[config.mk]
export PLATFORM = sky130hd
export DESIGN_NAME = fetch_ctrl_flat
export DESIGN_NICKNAME = d
export VERILOG_FILES = /design/src/rtl/fetch_pkg.sv /design/src/rtl/fetch_ctrl_if.sv /design/src/rtl/fetch_ctrl.sv /design/src/flat_wrapper.sv
export SDC_FILE = /design/constraint.sdc
export NUM_CORES = 1
export LEC_CHECK = 0
export BUFFER_PORTS_ARGS = -buffer_cell sky130_fd_sc_hd__buf_4
export CORE_MARGIN = 4
export CORE_UTILIZATION = 47
export CTS_CLUSTER_DIAMETER = 50
export DETAILED_ROUTE_END_ITERATION = 12
export MAX_ROUTING_LAYER = met4
export PLACE_DENSITY_LB_ADDON = 0.15
export SYNTH_ARGS = -nofsm -noshare
export SYNTH_HDL_FRONTEND = slang
export SYNTH_SLANG_ARGS = --single-unit
[constraint.sdc]
create_clock -name clk -period 9.1 [get_ports clk]
set_input_delay 1.82 -clock clk [delete_from_list [all_inputs] [get_ports clk]]
set_output_delay 1.82 -clock clk [all_outputs]
set_load 0.01 [all_outputs]
[src/rtl/fetch_pkg.sv]
// Shared types and constants for the IF-stage fetch controller.
package fetch_pkg;

   typedef enum logic [1:0] {
      BOOT  = 2'd0,
      REQ   = 2'd1,
      WAIT  = 2'd2,
      FAULT = 2'd3
   } fetch_state_e;

   localparam logic [31:0] PC_STEP  = 32'd4;
   localparam logic [31:0] NOP_WORD = 32'h0000_0013;

endpackage

[src/rtl/fetch_ctrl_if.sv]
// Instruction-memory port plus the fetch-to-decode buffer handshake.
interface fetch_ctrl_if;

   logic        imem_req;
   logic [31:0] imem_addr;
   logic        imem_gnt;
   logic        imem_rvalid;
   logic [31:0] imem_rdata;

   logic        if_valid;
   logic        if_ready;
   logic [31:0] if_pc;
   logic [31:0] if_instr;
   logic        if_fault;

   modport master (
      output imem_req, imem_addr,
      input  imem_gnt, imem_rvalid, imem_rdata,
      output if_valid, if_pc, if_instr, if_fault,
      input  if_ready
   );

   modport slave (
      input  imem_req, imem_addr,
      output imem_gnt, imem_rvalid, imem_rdata,
      input  if_valid, if_pc, if_instr, if_fault,
      output if_ready
   );

endinterface

[src/rtl/fetch_ctrl.sv]
// IF-stage sequencer: next-PC selection, single outstanding imem fetch,
// and a one-entry instruction buffer towards decode.
module fetch_ctrl
   import fetch_pkg::*;
#(
   parameter logic [31:0] RESET_VEC = 32'h0000_0000,
   parameter logic [31:0] NOP_INSTR = NOP_WORD
) (
   input  logic        clk,
   input  logic        rst,
   input  logic [31:0] pc_q,
   output logic        pc_wen,
   output logic [31:0] pc_din,
   input  logic        trap_valid,
   input  logic [31:0] trap_vec,
   input  logic        redir_valid,
   input  logic [31:0] redir_target,
   fetch_ctrl_if.master bus
);

   fetch_state_e state_q, state_d;
   logic         kill_q, kill_d;

   logic        buf_v_q;
   logic [31:0] buf_pc_q;
   logic [31:0] buf_instr_q;
   logic        buf_fault_q;

   logic        req;
   logic        wen;
   logic [31:0] din;
   logic        ld;
   logic [31:0] ld_instr;
   logic        ld_fault;
   logic        buf_free;
   logic        aligned;
   logic        redirect;
   logic [31:0] redir_pc;

   assign buf_free = !buf_v_q || bus.if_ready;
   assign aligned  = (pc_q[1:0] == 2'b00);
   assign redirect = (state_q != BOOT) && (trap_valid || redir_valid);
   assign redir_pc = trap_valid ? trap_vec : redir_target;

   always_comb begin
      state_d  = state_q;
      kill_d   = kill_q;
      req      = 1'b0;
      wen      = 1'b0;
      din      = 32'd0;
      ld       = 1'b0;
      ld_instr = NOP_INSTR;
      ld_fault = 1'b0;

      unique case (state_q)
         BOOT: begin
            wen     = 1'b1;
            din     = RESET_VEC;
            state_d = REQ;
         end
         REQ: begin
            req = buf_free && aligned;
            if (req && bus.imem_gnt) begin
               state_d = WAIT;
            end else if (!aligned && buf_free) begin
               ld       = 1'b1;
               ld_fault = 1'b1;
               state_d  = FAULT;
            end
         end
         WAIT: begin
            if (bus.imem_rvalid) begin
               state_d = REQ;
               if (kill_q) begin
                  kill_d = 1'b0;
               end else begin
                  ld       = 1'b1;
                  ld_instr = bus.imem_rdata;
                  wen      = 1'b1;
                  din      = pc_q + PC_STEP;
               end
            end
         end
         FAULT: begin
            state_d = FAULT;
         end
         default: state_d = BOOT;
      endcase

      // A redirect overrides the sequential path; an in-flight fetch is
      // remembered in kill so its response gets dropped.
      if (redirect) begin
         wen = 1'b1;
         din = redir_pc;
         ld  = 1'b0;
         if ((state_q == WAIT && !bus.imem_rvalid) ||
             (state_q == REQ && req && bus.imem_gnt)) begin
            state_d = WAIT;
            kill_d  = 1'b1;
         end else begin
            state_d = REQ;
            kill_d  = 1'b0;
         end
      end

      if (rst) begin
         req = 1'b0;
         wen = 1'b0;
         din = 32'd0;
      end
   end

   always_ff @(posedge clk or posedge rst) begin
      if (rst) begin
         state_q <= BOOT;
         kill_q  <= 1'b0;
      end else begin
         state_q <= state_d;
         kill_q  <= kill_d;
      end
   end

   always_ff @(posedge clk or posedge rst) begin
      if (rst) begin
         buf_v_q     <= 1'b0;
         buf_pc_q    <= 32'd0;
         buf_instr_q <= 32'd0;
         buf_fault_q <= 1'b0;
      end else if (redirect) begin
         buf_v_q <= 1'b0;
      end else if (ld) begin
         buf_v_q     <= 1'b1;
         buf_pc_q    <= pc_q;
         buf_instr_q <= ld_instr;
         buf_fault_q <= ld_fault;
      end else if (buf_v_q && bus.if_ready) begin
         buf_v_q <= 1'b0;
      end
   end

   assign pc_wen        = wen;
   assign pc_din        = din;
   assign bus.imem_req  = req;
   assign bus.imem_addr = pc_q;
   assign bus.if_valid  = buf_v_q;
   assign bus.if_pc     = buf_pc_q;
   assign bus.if_instr  = buf_instr_q;
   assign bus.if_fault  = buf_fault_q;

endmodule
[src/flat_wrapper.sv]
// flat-port wrapper written by rule: the top's interface ports become plain ports
module fetch_ctrl_flat import fetch_pkg::*;
#(
   parameter logic [31:0] RESET_VEC = 32'h0000_0000,
   parameter logic [31:0] NOP_INSTR = NOP_WORD
)
  (clk, rst, pc_q, pc_wen, pc_din, trap_valid, trap_vec, redir_valid, redir_target, bus_imem_req, bus_imem_addr, bus_imem_gnt, bus_imem_rvalid, bus_imem_rdata, bus_if_valid, bus_if_pc, bus_if_instr, bus_if_fault, bus_if_ready);
  fetch_ctrl_if bus_i ();
  input  logic clk;
  input  logic rst;
  input  logic [31:0] pc_q;
  output logic pc_wen;
  output logic [31:0] pc_din;
  input  logic trap_valid;
  input  logic [31:0] trap_vec;
  input  logic redir_valid;
  input  logic [31:0] redir_target;
  output wire logic [$bits(bus_i.imem_req)-1:0] bus_imem_req;
  output wire logic [$bits(bus_i.imem_addr)-1:0] bus_imem_addr;
  input wire logic [$bits(bus_i.imem_gnt)-1:0] bus_imem_gnt;
  input wire logic [$bits(bus_i.imem_rvalid)-1:0] bus_imem_rvalid;
  input wire logic [$bits(bus_i.imem_rdata)-1:0] bus_imem_rdata;
  output wire logic [$bits(bus_i.if_valid)-1:0] bus_if_valid;
  output wire logic [$bits(bus_i.if_pc)-1:0] bus_if_pc;
  output wire logic [$bits(bus_i.if_instr)-1:0] bus_if_instr;
  output wire logic [$bits(bus_i.if_fault)-1:0] bus_if_fault;
  input wire logic [$bits(bus_i.if_ready)-1:0] bus_if_ready;
  assign bus_imem_req = bus_i.imem_req;
  assign bus_imem_addr = bus_i.imem_addr;
  assign bus_i.imem_gnt = bus_imem_gnt;
  assign bus_i.imem_rvalid = bus_imem_rvalid;
  assign bus_i.imem_rdata = bus_imem_rdata;
  assign bus_if_valid = bus_i.if_valid;
  assign bus_if_pc = bus_i.if_pc;
  assign bus_if_instr = bus_i.if_instr;
  assign bus_if_fault = bus_i.if_fault;
  assign bus_i.if_ready = bus_if_ready;
  fetch_ctrl #(.RESET_VEC(RESET_VEC), .NOP_INSTR(NOP_INSTR)) u_core (.clk(clk), .rst(rst), .pc_q(pc_q), .pc_wen(pc_wen), .pc_din(pc_din), .trap_valid(trap_valid), .trap_vec(trap_vec), .redir_valid(redir_valid), .redir_target(redir_target), .bus(bus_i));
endmodule
Word level (Yosys, flattened, before mapping)
Index checks and enable logic that the tools add are counted.
{"block": "word_totals", "input_bits": 135, "ff_bits": 69}
{"block": "classes", "n_mux": 34, "n_eq_ne": 5, "addsub": 1, "bitwise_logic": 1, "reduce_logical": 23}
{"op": "32-bit two-way mux", "n": 9}
{"op": "32-bit by 3-bit adder with 32-bit output, second input constant", "n": 1}
{"op": "1-bit two-way mux", "n": 17}
{"op": "2-bit two-way mux", "n": 5}
{"op": "1-bit logical AND", "n": 8}
{"op": "2-bit case mux with 4 select lines", "n": 1}
{"op": "2-bit AND reduction", "n": 3}
{"op": "2-bit nonzero test", "n": 3}
{"op": "2-bit == test, second input constant", "n": 2}
{"op": "2-bit logical NOT", "n": 2}
{"op": "4-bit by 1-bit != test with 1-bit output, second input constant", "n": 1}
{"op": "1-bit case mux with 2 select lines", "n": 2}
{"op": "1-bit logical NOT", "n": 3}
{"op": "1-bit logical OR", "n": 3}
{"op": "3-bit by 2-bit != test with 1-bit output, second input constant", "n": 1}
{"op": "3-bit nonzero test", "n": 1}
{"op": "2-bit by 1-bit == test with 1-bit output, second input constant", "n": 1}
{"op": "1-bit inverter", "n": 1}

Depth between registers and ports, before layout
Gate-level depths: netlist of the first run.
{"block": "logic_depth", "ltp_word": 9, "depth_mapped": 9}

Worst setup path after synthesis of the first run
Ideal clock, no wire load.
{"block": "synth_path", "path_type": "input to output", "startpoint": "in rst", "endpoint": "out pc_din[15]", "arrival_time_ns": 4.162, "required_time_ns": 7.280, "path_slack_ns": 3.118, "n_path_buf": 1, "stages": 4, "cell_sequence": "inv_1 -> nand2_1 -> clkbuf_1 -> o22ai_1"}
{"block": "synth_between", "elab_chain_len": 1}
{"item": "from (decl)", "line_no": "flat_wrapper.sv:10", "source": "input logic rst;"}
{"item": "32-bit two-way mux", "line_no": "fetch_ctrl.sv:106", "source": "if (rst) begin"}
{"item": "to (decl)", "line_no": "flat_wrapper.sv:13", "source": "output logic [31:0] pc_din;"}
Every way passes these cells.

Worst setup path after layout of the first run
{"block": "layout_path", "startpoint": "in trap_valid", "endpoint": "out pc_din[16]"}
{"block": "layout_between", "elab_chain_len": 4, "word_cells_on_any_way": 5}
{"item": "from (decl)", "line_no": "flat_wrapper.sv:14", "source": "input logic trap_valid;"}
{"item": "1-bit logical OR", "line_no": "fetch_ctrl.sv:42", "source": "assign redirect = (state_q != BOOT) && (trap_valid || redir_valid);"}
{"item": "1-bit logical AND", "line_no": "fetch_ctrl.sv:42"}
{"item": "32-bit two-way mux (*)", "line_no": "fetch_ctrl.sv:92", "source": "if (redirect) begin"}
{"item": "32-bit two-way mux (*)", "line_no": "fetch_ctrl.sv:106"}
Mark *: on every way between the ends. The rest lies on a longest branch, timed or not.

==> results of run 1 <==
## stage by stage
step	instance area, µm²	power, µW
floorplan	4380	770
global placement	6140	1050
detailed placement	6140	1070
CTS	6370	1360
global route	6370	1420
finish	6370	1340
## state kept, by name, summed over array words and instances, names as in the netlist
register,flops
u_core.bus.if_pc,32
u_core.bus.if_fault,1
u_core.bus.if_valid,1
u_core.kill_q,1
u_core.state_q,2
u_core.bus.if_instr,32
## cells in the mapped netlist, types with 2 or more instances
cell,number,area share (%)
dfrtp_1,69,39
buf_4,35,6.0
mux2i_1,32,7.3
nor2_1,30,2.6
a22o_1,29,5.8
xnor2_1,25,5.0
mux2_2,19,4.9
o22ai_1,15,2.1
a21oi_1,13,1.5
mux2_1,13,3.3
inv_1,11,0.94
nand2_1,11,0.94
clkbuf_1,9,0.77
nand3_1,8,0.91
nor3_2,7,1.6
buf_2,6,0.69
nor4_4,6,2.9
o22ai_2,6,1.7
ha_1,5,1.4
and3_1,4,0.57
buf_6,4,1.0
o21ai_0,4,0.46
buf_1,3,0.26
o22a_1,3,0.60
xor2_1,3,0.60
a21o_1,2,0.34
and4_1,2,0.40
and4_4,2,0.51
nand2b_1,2,0.29
nand4_1,2,0.29
nor3_1,2,0.23
nor4_2,2,0.57
## cell families (layout without fill, tap and decap cells)
logic type                 count (synthesis)  count (layout)  synth area share (%)
AOI/OAI and AO/OA                         79              79                  13.9
muxes                                     64              64                  15.5
adders and majority gates                  5               5                  1.43
DFF                                       69              69                  39.4
buffers and inverters                     68             294                  9.69
xor gates and xnor gates                  28              28                  5.60
and+or+nand+nor                           90              90                  14.4
## cells in the final DEF, fill, tap and decap left out, drive strengths merged, types with 8 or more instances in the layout
master,n
a21oi,14
a22o,29
buf,267
clkbuf,10
dfrtp,69
inv,12
mux2,32
mux2i,32
nand2,12
nand3,10
nor2,31
nor3,9
nor4,8
o22ai,21
xnor2,25
## final timing paths
path | cells past startpoint | end | slack, ns | from
setup / recovery | 7 | pc_din[16] | 2.88 | trap_valid
hold / removal | 1 | u_core.kill_q$_DFFE_PP0P_ | 0.49 | u_core.kill_q$_DFFE_PP0P_
setup reg to reg | 6 | u_core.bus.if_pc[3]$_DFFE_PP0P_ | 6.45 | u_core.state_q[1]$_DFFE_PP0P_
hold reg to reg | 1 | u_core.kill_q$_DFFE_PP0P_ | 0.49 | u_core.kill_q$_DFFE_PP0P_
max in group asynchronous | 3 | u_core.bus.if_valid$_DFFE_PP0P_ | 6.54 | rst
min in group asynchronous | 2 | u_core.state_q[1]$_DFFE_PP0P_ | 1.58 | rst
## power by group
group | leakage (µW) | internal [µW] | switching, µW
Clock | 0.000113 | 164 | 119
Combinational | 0.00222 | 312 | 276
Sequential | 0.000870 | 411 | 56.6
## metal layers
metal | vias up | GRT usage (%) | wire, µm
met5 | - | - | 0
met4 | 0 | 8.07 | 255
met3 | 21 | 6.27 | 1110
met2 | 169 | 44.3 | 6970
met1 | 1848 | 27.5 | 5070
li1 | 1868 | - | -
## worst max-delay path, stage by stage
cell and delay [ns]:
buf_4 0.29, nor2_2 0.15, nor2_1 0.12, nor2_1 0.65
nand2_1 0.73, o22ai_1 0.44, buf_4 0.18
## area by class of cell
type | instances | area share, %
Multi-Input combinational cell | 266 | 35.0
Timing Repair Buffer | 267 | 31.5
Sequential cell | 69 | 27.1
Clock buffer | 10 | 2.16
Tap cell | 108 | 2.12
Clock inverter | 6 | 1.47
Inverter | 11 | 0.648
==> summary.md, run 1 <==
| Metric | Value |
|---|---|
| Area growth, synth to finish | 45.5% |
| Post-Place Setup Slack | about 2.9 ns |
| Crit path DAT | ~4.4 ns |
| Share of layout cells above drive strength 1 | between 50% and 60% |
| Net Count, Synth | roughly 540 |
| PD cells | roughly 210 mW/mm² |
| Register cell area after layout | 0.00173 mm² |
| First-pass iteration count of the detailed router | 4 |
| CTS root buf | clkbuf_8 |
| Crit path setup slack, layout | 2.88 ns |
| Clock latency at the later pin of the worst-skew pair | about 0.33 ns |
| # IOs | 267 |
| Footprint of the multi-input gates | roughly 0.0022 mm² |
| # setup viols final | 0 |
| Tmin final | between 6 and 7 ns |
| Least-Margin Pin Slew | 1.17 ns |
| Hold Buf Count CTS | 0 |
| Max Slew Vio Count | 0 |
| FMAX | 0.161 GHz |
| Number of cell rows | 34 |
| Startpoint types | input pin |
| Grt total ovfl | 0 |
| Die X-Extent | approximately 100 µm |
| DRC viols | 0 |
| Clock buffer depth | 2 |
| Worst clock skew | between 0.01 and 0.015 ns |
| Antenna violations before repair | 0 |
| Rel. slew slack | 22.2% |
| Crit end category | output pin |
| Core area | 0.00889 mm² |
| CP Class | in2out |
| Via Count | ~3900 |
| Syn. warnings | 0 |
| Total Routing Usage GR | between 20% and 30% |
| Final core occ | a little under three quarters |
| Synthesized cell area | around 0.0044 mm² |
| HPWL after DPL | ~11000 µm |
| Die Height | roughly 100 µm |
| H-tree depth | 3 |
| # port buffers | approximately 270 |
| Worst vdd ir | roughly 0.17 mV |
| DR vias/cell | 5.30 |
| Filler cell count | 656 |
| Post-synthesis sequential area ratio | between 30% and 40% |
| Number of global-route vias before repair | slightly above 4000 |
| Most used flip-flop cell after synthesis | dfrtp_1 |
| Yosys cell types | 51 |
| Syn avg cell area | between 10 and 15 µm² |
| HP Class | reg2reg |
| First-pass GRT wire length | ~21000 µm |
| Fin. Hold Viols | 0 |
| Largest net degree at the start of global routing | 52 |
| CTS Sinks | 69 |
| Die Area | about 0.011 mm² |
| Wire length per cell | around 18 µm |
| Total CTS buffers | 9 |
| Resize count post-CTS | 0 |
| EDFF count, synth | 0 |
| Final non-filler cell total | 737 |
| CTS tree | done |
| RSZ-0062 raised after global routing | no |
| Mapped Cells | around 400 |
| Total wire length | about 13000 µm |
| Outcome | completed |
| Global placement routability congestion | slightly below 0.9 |
| Static leakage power | roughly 0.0032 µW |
| Antenna viol nets, final | 0 |
| Iteration-0 DRC count of the detailed router | 121 |
| Post-CTS setup buffer count | 0 |
| Max cap viols | 0 |
| Tcrit/Tclk final | 68.4% |
| Diodes inserted | 0 |
| CP max FO | 34 |
| Placed cell count | a little over 700 |
| Starting density of the core | 49.2% |
| Req. time, crit path | about 7.3 ns |
| Synth async-reset ratio | 100% |
| Yosys reg bits | 69 |
| Final nets | 764 |
| Final setup TNS | 0 ns |
| Clk slew on worst S/H paths | around 0.07 ns |
| Smallest hold slack | 0.487 ns |
(Power assumes the default switching activity.)
==> inputs of run 2 (changes only) <==
- CORE_UTILIZATION: 47 -> 44
- clock period: 9.1 -> 6.25 ns (I/O delays scaled with it)
==> summary.md, run 2 (synthesis results as in run 1) <==
| Metric | Value |
|---|---|
| Outcome | completed (unchanged) |
| Filler cell count | 854 (was 656) |
| CP max FO | 34 (unchanged) |
| Post-Place Setup Slack | 1.32 ns (was 2.90 ns) |
| Iteration-0 DRC count of the detailed router | 145 (was 121) |
| Number of global-route vias before repair | 3992 (was 4112) |
| # port buffers | 266 (unchanged) |
| Core area | 0.00973 mm² (was 0.00889 mm²) |
| CP Class | in2out (unchanged) |
| DR vias/cell | 5.14 (was 5.30) |
| Fin. Hold Viols | 0 (unchanged) |
| Sw Share | 34.3% (was 33.7%) |
| Global placement routability congestion | 0.830 (was 0.876) |
| Total Routing Usage GR | 23.0% (was 25.0%) |
| Crit end category | output pin (unchanged) |
| FMAX | approximately 0.2 GHz |
| Hold_sp | u_core.kill_q$_DFFE_PP0P_ (unchanged) |
| First-pass iteration count of the detailed router | 4 (unchanged) |
| Reg2reg path depth | 6 (unchanged) |
| Met2 wire len | 6890 µm (was 6970 µm) |
| Clk slew on worst S/H paths | 0.08 ns (was 0.07 ns) |
| Resize count post-CTS | 0 (unchanged) |
| Die X-Extent | 108 µm (was 105 µm) |
| Met1 wire length | 5270 µm (was 5070 µm) |
| Footprint of the multi-input gates | 0.00223 mm² (unchanged) |
| Final setup TNS | 0 ns (unchanged) |
| # setup viols final | 0 (unchanged) |
| Delay-heaviest family, CP | simple AND/OR/NAND/NOR gates (unchanged) |
| Worst path cell trace | buf_4, nor2_2, nor2_1, nor2_1, nand2_1, o22ai_1, buf_4 (unchanged) |
| Tmin final | roughly 4.9 ns |
| Max Slew Vio Count | 0 (unchanged) |
| H-tree depth | 3 (unchanged) |
| Hold EP | u_core.kill_q$_DFFE_PP0P_ (unchanged) |
| Worst vdd ir | 0.201 mV (was 0.170 mV) |
| Total CTS buffers | 9 (unchanged) |
| FF-to-FF End | u_core.bus.if_pc[5]$_DFFE_PP0P_ (was u_core.bus.if_pc[3]$_DFFE_PP0P_) |
| Crit path setup slack, layout | 1.30 ns (was 2.88 ns) |
| Hold Buf Count CTS | 0 (unchanged) |
| Antenna violations before repair | 0 (unchanged) |
| CTS root buf | clkbuf_8 (unchanged) |
| Bufs and invs on worst path | 2 (unchanged) |
| NetSw | 671 µW (was 452 µW) |
| Share of layout cells above drive strength 1 | 53.4% (unchanged) |
| Crit path DAT | 3.70 ns (was 4.40 ns) |
| Uppermost layer routed | met4 (unchanged) |
| Total wire length | 13300 µm (was 13400 µm) |
| Clock group share of total power | 21.6% (was 21.1%) |
| First-pass GRT wire length | 20400 µm (was 21400 µm) |
| Via Count | 3914 (was 3906) |
| Slowest cell on the critical path | nand2_1 (unchanged) |
| Area after DPL | 0.00617 mm² (was 0.00614 mm²) |
| Starting density of the core | 45.0% (was 49.2%) |
| HPWL after DPL | 10500 µm (was 10700 µm) |
| Final instance area | 0.00640 mm² (was 0.00637 mm²) |
| DRC viols | 0 (unchanged) |
| Rel. slew slack | 23.3% (was 22.2%) |
| PD cells | 305 mW/mm² (was 210 mW/mm²) |
| Req. time, crit path | 5.00 ns (was 7.28 ns) |
| Worst reg2reg path startpoint | u_core.state_q[0]$_DFFE_PP0P_ (was u_core.state_q[1]$_DFFE_PP0P_) |
| Smallest hold slack | 0.475 ns (was 0.487 ns) |
| Antenna viol nets, final | 0 (unchanged) |
| Grt total ovfl | 0 (unchanged) |
| Static leakage power | 0.00320 µW (about the same) |
| # IOs | 267 (unchanged) |
| Max cap viols | 0 (unchanged) |
| DR WL met3 | 847 µm (was 1110 µm) |
| HP Class | reg2reg (unchanged) |
| Worst path max stage delay | 0.69 ns (was 0.73 ns) |
| Startpoint types | input pin (unchanged) |
| Tcrit/Tclk final | a little under 80% |
| Pint | 1280 µW (was 887 µW) |
| WHS Path Cells | 1 (unchanged) |
| Area growth, synth to finish | 46.2% (was 45.5%) |
| Reg power frac | 34.8% (was 34.9%) |
| Register cell area after layout | 0.00173 mm² (unchanged) |
| Least-Margin Pin Slew | 1.15 ns (was 1.17 ns) |
| Largest net degree at the start of global routing | 50 (was 52) |
| Worst clock skew | 0.0118 ns (was 0.0104 ns) |
| RSZ-0062 raised after global routing | no (unchanged) |
| Combinational group share of total power | 43.6% (was 44.0%) |
| Die Area | 0.0116 mm² (was 0.0109 mm²) |
| CTS tree | done (unchanged) |
| Slack of the worst reg-to-reg path | 3.57 ns (was 6.45 ns) |
| Most common cell after layout, fill and taps aside | buf_4 (unchanged) |
| Most frequent cells in the layout | buf_4, dfrtp_1, mux2i_1, nor2_1, a22o_1 (unchanged) |
| Clock buffer depth | 2 (unchanged) |
| Wire length per cell | 17.5 µm (was 18.2 µm) |
| Clock latency at the later pin of the worst-skew pair | 0.35 ns (was 0.33 ns) |
| CTS Sinks | 69 (unchanged) |
| Final nets | 764 (unchanged) |
| Die Height | 108 µm (was 105 µm) |
| Number of cell rows | 36 (was 34) |
| Diodes inserted | 0 (unchanged) |
| Post-CTS setup buffer count | 0 (unchanged) |
-- run 2: power by group through the flow --
stage	combinational (µW)	clock, µW	sequential, µW
after detailed placement	867	0	688
after global placement	848	0	682
final	852	421	681
after floorplan	373	0	748
after global routing	918	451	703
after CTS	866	432	682
-- run 2: cell type report --
| class | count | area share (%) |
|---|---|---|
| Clock inverter | 7 | 1.66 |
| Timing Repair Buffer | 267 | 31.3 |
| Sequential cell | 69 | 27.0 |
| Tap cell | 133 | 2.60 |
| Clock buffer | 9 | 1.94 |
| Inverter | 11 | 0.665 |
| Multi-Input combinational cell | 266 | 34.9 |
-- run 2: worst max-delay path by stage --
stage,startpoint,to,slack (ns),cells past startpoint
6_report,trap_valid,pc_din[22],1.30,7
3_3_place_gp,trap_valid,pc_din[19],1.42,7
5_1_grt,trap_valid,pc_din[24],1.03,7
2_1_floorplan,rst,pc_din[15],1.41,4
4_1_cts,trap_valid,pc_din[22],1.32,7
3_5_place_dp,trap_valid,pc_din[22],1.32,7
-- run 2: worst register-to-register path: cells and delay by family (launching register included) --
family / cells / cell delay [ns]
adders and majority gates: 1 / 0.23
muxes: 1 / 0.42
buffers and inverters: 1 / 0.09
AOI/OAI and AO/OA: 1 / 0.80
DFF: 1 / 0.39
and+or+nand+nor: 2 / 0.63
-- run 2: metal layers --
metal	vias to the layer above	global-route usage (%)
met4	0	8.57
li1	1867	-
met3	24	4.32
met5	-	-
met2	171	39.2
met1	1852	27.0
-- run 2: metrics by stage --
stage,utilization (%),std cells,power (µW)
floorplan,-,403,1120
global placement,63.4,746,1530
detailed placement,63.4,746,1550
CTS,65.8,762,1980
global route,65.8,762,2070
finish,65.8,762,1950
